<file path="src/rtl/thermo_pkg.sv">
// rtl/thermo_pkg.sv - thermostat controller state encodings and default constants
package thermo_pkg;

    typedef enum logic [1:0] {
        IDLE    = 2'b00,
        HEAT    = 2'b01,
        COOL    = 2'b10,
        LOCKOUT = 2'b11
    } thermo_state_t;

    localparam int DEF_WIDTH    = 8;
    localparam int DEF_DEADBAND = 4;
    localparam int DEF_MIN_ON   = 16;
    localparam int DEF_MIN_OFF  = 8;
    localparam int DEF_CNT_W    = 8;
    localparam int DEF_MAX_RUN  = 64;

endpackage

</file>
<file path="src/rtl/thermo_timer.sv">
// rtl/thermo_timer.sv - loadable down-counter that saturates at zero
module thermo_timer #(
    parameter int CNT_W = 8
) (
    input  logic             clk,
    input  logic             rst_n,
    input  logic             load,
    input  logic [CNT_W-1:0] load_val,
    input  logic             dec,
    output logic             zero
);

    logic [CNT_W-1:0] cnt_q, cnt_d;

    always_comb begin
        cnt_d = cnt_q;
        if (load) begin
            cnt_d = load_val;
        end else if (dec && (cnt_q != '0)) begin
            cnt_d = cnt_q - CNT_W'(1);
        end
    end

    always_ff @(posedge clk or negedge rst_n) begin
        if (!rst_n) begin
            cnt_q <= '0;
        end else begin
            cnt_q <= cnt_d;
        end
    end

    assign zero = (cnt_q == '0);

endmodule

</file>
<file path="src/rtl/thermo_ctrl_fsm.sv">
// rtl/thermo_ctrl_fsm.sv - thermostat FSM with deadband, min run and lockout; THERMO_ALARM_EN adds run-length fault
module thermo_ctrl_fsm
    import thermo_pkg::*;
#(
    parameter int WIDTH    = DEF_WIDTH,
    parameter int DEADBAND = DEF_DEADBAND,
    parameter int MIN_ON   = DEF_MIN_ON,
    parameter int MIN_OFF  = DEF_MIN_OFF,
    parameter int CNT_W    = DEF_CNT_W,
    parameter int MAX_RUN  = DEF_MAX_RUN
) (
    input  logic             clk,
    input  logic             rst_n,
    input  logic             en,
    input  logic [WIDTH-1:0] Tset,
    input  logic [WIDTH-1:0] Tact,
    input  logic             clr_fault,
    output logic             heat_on,
    output logic             cool_on,
    output logic [1:0]       state,
    output logic             fault
);

    localparam logic signed [WIDTH:0] DB      = $signed((WIDTH+1)'(DEADBAND));
    localparam logic [CNT_W-1:0]      ON_LOAD  = CNT_W'(MIN_ON - 1);
    localparam logic [CNT_W-1:0]      OFF_LOAD = CNT_W'(MIN_OFF - 1);

    thermo_state_t state_q, state_d;

    logic signed [WIDTH:0] diff;
    logic                  too_cold, too_hot;
    logic                  tmr_load, tmr_dec, tmr_zero;
    logic [CNT_W-1:0]      tmr_val;
    logic                  start_run;
    logic                  alarm_hit;
    logic                  run_block;

    // Extended by one bit so a large Tact never wraps into "too cold".
    assign diff     = $signed({1'b0, Tset}) - $signed({1'b0, Tact});
    assign too_cold = (diff >= DB);
    assign too_hot  = ((-diff) >= DB);

    thermo_timer #(.CNT_W(CNT_W)) u_run_tmr (
        .clk      (clk),
        .rst_n    (rst_n),
        .load     (tmr_load),
        .load_val (tmr_val),
        .dec      (tmr_dec),
        .zero     (tmr_zero)
    );

    always_comb begin
        state_d   = state_q;
        tmr_load  = 1'b0;
        tmr_val   = '0;
        tmr_dec   = (state_q != IDLE);
        start_run = 1'b0;
        case (state_q)
            IDLE: begin
                if (en && !run_block && too_cold) begin
                    state_d   = HEAT;
                    tmr_load  = 1'b1;
                    tmr_val   = ON_LOAD;
                    start_run = 1'b1;
                end else if (en && !run_block && too_hot) begin
                    state_d   = COOL;
                    tmr_load  = 1'b1;
                    tmr_val   = ON_LOAD;
                    start_run = 1'b1;
                end
            end
            HEAT: begin
                if ((tmr_zero && ((Tact >= Tset) || !en)) || alarm_hit) begin
                    state_d  = LOCKOUT;
                    tmr_load = 1'b1;
                    tmr_val  = OFF_LOAD;
                end
            end
            COOL: begin
                if ((tmr_zero && ((Tact <= Tset) || !en)) || alarm_hit) begin
                    state_d  = LOCKOUT;
                    tmr_load = 1'b1;
                    tmr_val  = OFF_LOAD;
                end
            end
            LOCKOUT: begin
                if (tmr_zero) begin
                    state_d = IDLE;
                end
            end
            default: state_d = IDLE;
        endcase
    end

    always_ff @(posedge clk or negedge rst_n) begin
        if (!rst_n) begin
            state_q <= IDLE;
        end else begin
            state_q <= state_d;
        end
    end

    assign heat_on = (state_q == HEAT);
    assign cool_on = (state_q == COOL);
    assign state   = state_q;

`ifdef THERMO_ALARM_EN
    logic in_run, run_cnt_zero;
    logic fault_q, fault_d;

    assign in_run = (state_q == HEAT) || (state_q == COOL);

    // Counts run cycles down from MAX_RUN-1; zero in a run marks the MAX_RUN-th cycle.
    thermo_timer #(.CNT_W(CNT_W)) u_run_cnt (
        .clk      (clk),
        .rst_n    (rst_n),
        .load     (start_run),
        .load_val (CNT_W'(MAX_RUN - 1)),
        .dec      (in_run),
        .zero     (run_cnt_zero)
    );

    assign alarm_hit = in_run && run_cnt_zero;

    always_comb begin
        fault_d = fault_q;
        if (clr_fault) begin
            fault_d = 1'b0;
        end
        if (alarm_hit) begin
            fault_d = 1'b1;
        end
    end

    always_ff @(posedge clk or negedge rst_n) begin
        if (!rst_n) begin
            fault_q <= 1'b0;
        end else begin
            fault_q <= fault_d;
        end
    end

    assign fault     = fault_q;
    assign run_block = fault_q;
`else
    logic unused_alarm;

    assign alarm_hit    = 1'b0;
    assign run_block    = 1'b0;
    assign fault        = 1'b0;
    assign unused_alarm = ^{clr_fault, start_run, (MAX_RUN != 0)};
`endif

endmodule

</file>
<file path="config.mk">
export PLATFORM = sky130hd
export DESIGN_NAME = thermo_ctrl_fsm
export DESIGN_NICKNAME = d
export VERILOG_FILES = /design/src/rtl/thermo_pkg.sv /design/src/rtl/thermo_timer.sv /design/src/rtl/thermo_ctrl_fsm.sv
export SDC_FILE = /design/constraint.sdc
export NUM_CORES = 1
export LEC_CHECK = 0
export BUFFER_PORTS_ARGS = -buffer_cell sky130_fd_sc_hd__buf_2
export CAP_MARGIN = 0
export CORE_MARGIN = 5
export CORE_UTILIZATION = 40
export DETAILED_ROUTE_END_ITERATION = 12
export GPL_TIMING_DRIVEN = 0
export PLACE_DENSITY_LB_ADDON = 0.1
export SLEW_MARGIN = 10
export SYNTH_ARGS = -nofsm -noshare
export SYNTH_HDL_FRONTEND = slang
export SYNTH_SLANG_ARGS = --single-unit
</file>
<file path="constraint.sdc">
create_clock -name clk -period 3.5 [get_ports clk]
set_input_delay 0 -clock clk [delete_from_list [all_inputs] [get_ports clk]]
set_output_delay 0 -clock clk [all_outputs]
set_load 0.02 [all_outputs]
</file>
## Word-level counts from Yosys, hierarchy flattened

Index checks and enable logic that the tools add are counted.

| word-level totals | value |
|---|---|
| flip-flop bits (word level) | 10 |
| logic and storage cells | 48 |

| operators by class | value |
|---|---|
| order comparisons | 4 |
| reduce and logical (&&, ||, !) cells | 14 |
| add/subtract/negate cells | 3 |
| equality and inequality tests | 7 |
| muxes and demuxes | 18 |

Operator list:

| kind | count |
|---|---|
| $pmux 8 s3 | 1 |
| $ge 9x4->1 const B | 2 |
| $mux 8 | 2 |
| $mux 2 | 5 |
| $neg 9->9 | 1 |
| $sub 8x8->9 | 1 |
| $ge 8x8->1 | 1 |
| $le 8x8->1 | 1 |
| $logic_not 8->1 | 1 |
| $mux 4 | 2 |
| $pmux 2 s4 | 1 |
| $reduce_bool 8->1 | 1 |
| $sub 8x1->8 const B | 1 |
| $mux 3 | 2 |
| $logic_and 1x1->1 | 5 |
| $eq 2x2->1 const B | 2 |
| $mux 1 | 4 |
| $ne 2x1->1 const B | 2 |
| $reduce_and 4->1 | 1 |
| $reduce_bool 2->1 | 2 |
| $ne 3x3->1 const B | 1 |
| $pmux 1 s3 | 1 |
| $eq 2x1->1 const B | 1 |
| $logic_not 2->1 | 1 |
| other kinds (3) | 4 |

## Logic depth before layout (Yosys ltp)

| logic depth | value |
|---|---|
| word-level depth | 8 |
| mapped depth | 11 |

## Hierarchy

A second synthesis with hierarchy kept.

| second synthesis, totals | value |
|---|---|
| cell total of the unflattened synthesis | 172 |
| area total of the unflattened synthesis | 1421.4 sq um |

Modules (own cells, without submodules):

| module | area an instance (sq um) | times used | cells each |
|---|---|---|---|
| thermo_ctrl_fsm | 893.4 | 1 | 114 |
| thermo_timer | 528.0 | 1 | 58 |

## Least setup slack after synthesis

Ideal clock, no wire load.

| timing | value |
|---|---|
| kind | reg2reg |
| start point | reg u_run_tmr.cnt_q[4] |
| end point | reg state_q[0] (netlist: state[0]) |
| required time | 3.372 ns |
| path buffers | 0 |
| period minus slack after synthesis | 2.587 ns |
| cell stages (with the launch flop) | 7 |
| data arrival time | 2.459 ns |
| slack | 0.913 ns |
| cells stage by stage | dfrtp_1 > or4_4 > or4b_4 > o41ai_2 > a21oi_1 > nor4_2 > mux2_1 |

| on the way | value |
|---|---|
| word-level cells in the longest chain between the ends | 4 |

Ends and longest elaborated chain:

| what | RTL line | RTL |
|---|---|---|
| start: declaration | thermo_timer.sv:13 | `logic [CNT_W-1:0] cnt_q, cnt_d;` |
| start signal: assignment | thermo_timer.sv:28 | `cnt_q <= cnt_d;` |
| $logic_not 8->1 * | thermo_timer.sv:32 | `assign zero = (cnt_q == '0);` |
| $logic_and 1x1->1 (on tied branches) | thermo_ctrl_fsm.sv:80, thermo_ctrl_fsm.sv:73 |  |
| $ne 2x1->1 (no source line) | - |  |
| $reduce_and 4->1 (no source line) * | - |  |
| end signal: assignment | thermo_ctrl_fsm.sv:99 | `state_q <= state_d;` |
| end: declaration | thermo_ctrl_fsm.sv:28 | `thermo_state_t state_q, state_d;` |

Every way passes the cells marked *; elsewhere a longest branch is shown, timed or not.
A chain may end at the register's enable or synchronous reset.

## Worst setup path in the final report

Ends and elaborated chain as after synthesis.

==> flow_metrics.tcl <==
set metrics [dict create \
    vias 1290 \
    grt_pass1_vias 1215 \
    p_sw_share_pct 46.0 \
    syn-instance-count 167 \
    clock-sinks 10 \
    cts_resized 0 \
    io-pin-count 25 \
    wl_per_cell_um 12.5 \
    viasPerCell 5.42 \
    syn_area_um2 1320 \
    placementRows 20 \
    dp_hpwl_um 2550 \
    slew_violations 0 \
    yosysWarnings 0 \
    synth_area_leaders "dfrtp_1 (19%), ha_1 (14%), inv_1 (5.1%)" \
    diodes 0 \
    status "finished clean" \
    ant_nets 0 \
    comb_power_share_pct 62.2 \
    clk_pin_slew_ps 70 \
    finalWeightedCongestion 0.776 \
    end_kind "register" \
    met2_usage_pct 23.9 \
    port_buffers 22 \
    period_share_pct 78.2 \
    synth_edf_count 0 \
    post_cts_buffers 0 \
    slew_headroom_pct 62.0 \
    worstPathRequired_ps 3650 \
    use_met1_pct 18.3 \
    finalClockSkew_ps 6.22 \
    power_frac_clock_pct 12.2 \
    cp_slowest_stage_delay_ps 560 \
    tightest_slew_ps 556 \
    async_reset_ff_share_pct 100 \
    stdcell_area_um2 1530 \
    rsz0062_at_grt "no" \
    die_w_um 67.5 \
    synth_ff_type "dfrtp_1" \
    pwr-share-seq_pct 25.6 \
    grt_use_met3_pct 4.33 \
    top_usage_layer "met2" \
    synth_nets 203 \
    antenna_found_initial 0 \
    cts_tree "built" \
    fp.dieH_um 67.5 \
    drt-total-wl_um 2970 \
    start_util_pct 42.6 \
    hold_violations 0 \
    synth_top_area_cell "dfrtp_1" \
    first_pass_iters 4 \
    avgSynthCellArea_um2 7.91 \
    area_growth_pct 16.0 \
    power_density_nw_per_um2 569 \
    ctsHtreeMaxLevel 1 \
    synth.ff_latch_count 10 \
    synth_top_cell_area_share_pct 18.9 \
    synth_cell_type_count 49 \
    ys_seq_area_share_pct 18.9 \
    worstPathArrival_ps 2890 \
    grt_pass1_wl_um 5020 \
    postPlaceCellArea_um2 1490 \
    clockBufferDepth 2 \
    crit_buf_inv 0 \
    intPower_w 0.000471 \
    maxCapViolCount 0 \
    clk_latency_ps 270 \
    ir_drop_mv 0.434 \
    setup_violations 0 \
    fmax_mhz 365 \
    coreArea_um2 3100 \
    cp_slowest_cell "or4_4" \
    overflow 0 \
    path_cells "or4_4 > or4b_4 > o41ai_2 > a21oi_1 > nor4_2 > mux2_1" \
    dieArea_um2 4550 \
    tns_ps 0 \
    grt_max_degree 11 \
    grtUsageTotal_pct 14.4 \
    crit_type "reg2reg" \
    period_minus_slack_ps 2740 \
    layout-drive-gt1-share_pct 20.1 \
    numCtsBuffers 3 \
    crit_path_start_kind "register" \
    root_buffer "clkbuf_4" \
    cp_max_fo 4 \
    post-route-drc-count 0 \
    hp-class "in2async" \
    final_net_count 231 \
    drtIter0Drc 29 \
    cpLargestDelayFamily "simple AND/OR/NAND/NOR gates" \
    power.switching_w 0.000401 \
    leakage_nw 0.730 \
]
-- per-stage QoR --
step / worst slack [ps] / power (W) / hold slack (ps) / util [%] / instances
6_report: 763 / 0.000872 / 109 / 49.4 / 238
5_1_grt: 640 / 0.000964 / 146 / 49.4 / 238
4_1_cts: 743 / 0.000879 / 108 / 49.4 / 238
3_5_place_dp: 759 / 0.000767 / -125 / 47.9 / 233
3_3_place_gp: 766 / 0.000743 / -131 / 47.9 / 233
2_1_floorplan: 913 / 0.000641 / -296 / - / 167
-- logic make-up after synthesis --
group	Yosys count	synth area share, %
AO/OA/AOI/OAI	42	22.0
XOR/XNOR	8	5.30
multiplexers	4	3.31
adder cells (fa/ha/maj)	16	15.7
buffers and inverters	23	6.91
flip-flops	10	18.9
other	1	0.284
AND/OR/NAND/NOR	63	27.6
-- cells in the final DEF (no fill, tap or decap), drive strengths merged, types with 3 or more instances in the layout --
| cell | instances |
|---|---|
| nor2 | 16 |
| mux2 | 3 |
| a211o | 3 |
| dfrtp | 10 |
| or2 | 3 |
| o2111ai | 3 |
| inv | 18 |
| or3b | 3 |
| nand2 | 4 |
| clkbuf | 7 |
| a21oi | 7 |
| o21ai | 11 |
| nand2b | 6 |
| buf | 24 |
| nand3 | 4 |
| a211oi | 3 |
| xor2 | 3 |
| a21o | 3 |
| nor3 | 9 |
| nor3b | 3 |
| ha | 15 |
| xnor2 | 5 |
-- repair_timing --
item	in CTS	in global routing
hold endpoints to repair	10	0
hold buffers	1	0
endpoints found under the setup margin	0	0
-- layout make-up --
cell class,instances,area [um2]
Timing Repair Buffer,23,120
Inverter,18,67.6
Sequential cell,10,250
Fill cell,341,1570
Buffer,5,23.8
Multi-Input combinational cell,134,980
Tap cell,44,55.1
Clock buffer,4,36.3
-- final timing paths --
path | start | end | slack [ps] | cells past startpoint
worst min register to register | u_run_tmr.cnt_q[0] | u_run_tmr.cnt_q[0] | 550 | 2
worst max-delay path | u_run_tmr.cnt_q[4] | state[0] | 760 | 6
min in group clk | en | state[1] | 190 | 4
worst max register to register | u_run_tmr.cnt_q[4] | state[0] | 760 | 6
max in group asynchronous | rst_n | state[1] | 3200 | 2
worst min-delay path | rst_n | u_run_tmr.cnt_q[3] | 110 | 2
-- routing by layer --
layer	up-vias	part of all wire, %
li1	654	-
met1	595	49
met2	37	44
met3	4	6.7
met4	0	0.84
met5	-	0
-- cell usage after synthesis (4+ instances only) --
cell type	n
nor2_1	16
xnor2_1	5
inv_1	18
nand3_1	4
a21oi_1	7
nand2b_1	6
ha_1	15
o21ai_0	11
nor3_1	9
nand2_1	4
dfrtp_1	10
-- worst reg2reg max path, stage by stage (launching register included) --
cell	delay [ps]
dfrtp_1	410
or4_4	560
or4b_4	520
o41ai_2	290
a21oi_1	80
nor4_2	390
mux2_1	370
-- registers in the layout (all words and copies together) (netlist names) --
signal / cells
state: 2
u_run_tmr.cnt_q: 8
-- power by group through the flow --
stage / Clock [W] / Combinational (W) / Sequential (W)
after floorplan: 0 / 0.000413 / 0.000227
after global placement: 0 / 0.000523 / 0.000220
after detailed placement: 0 / 0.000542 / 0.000225
after CTS: 0.000110 / 0.000546 / 0.000223
after global routing: 0.000115 / 0.000615 / 0.000234
final: 0.000107 / 0.000542 / 0.000223
Note: power is estimated with default switching activity, not from simulation.
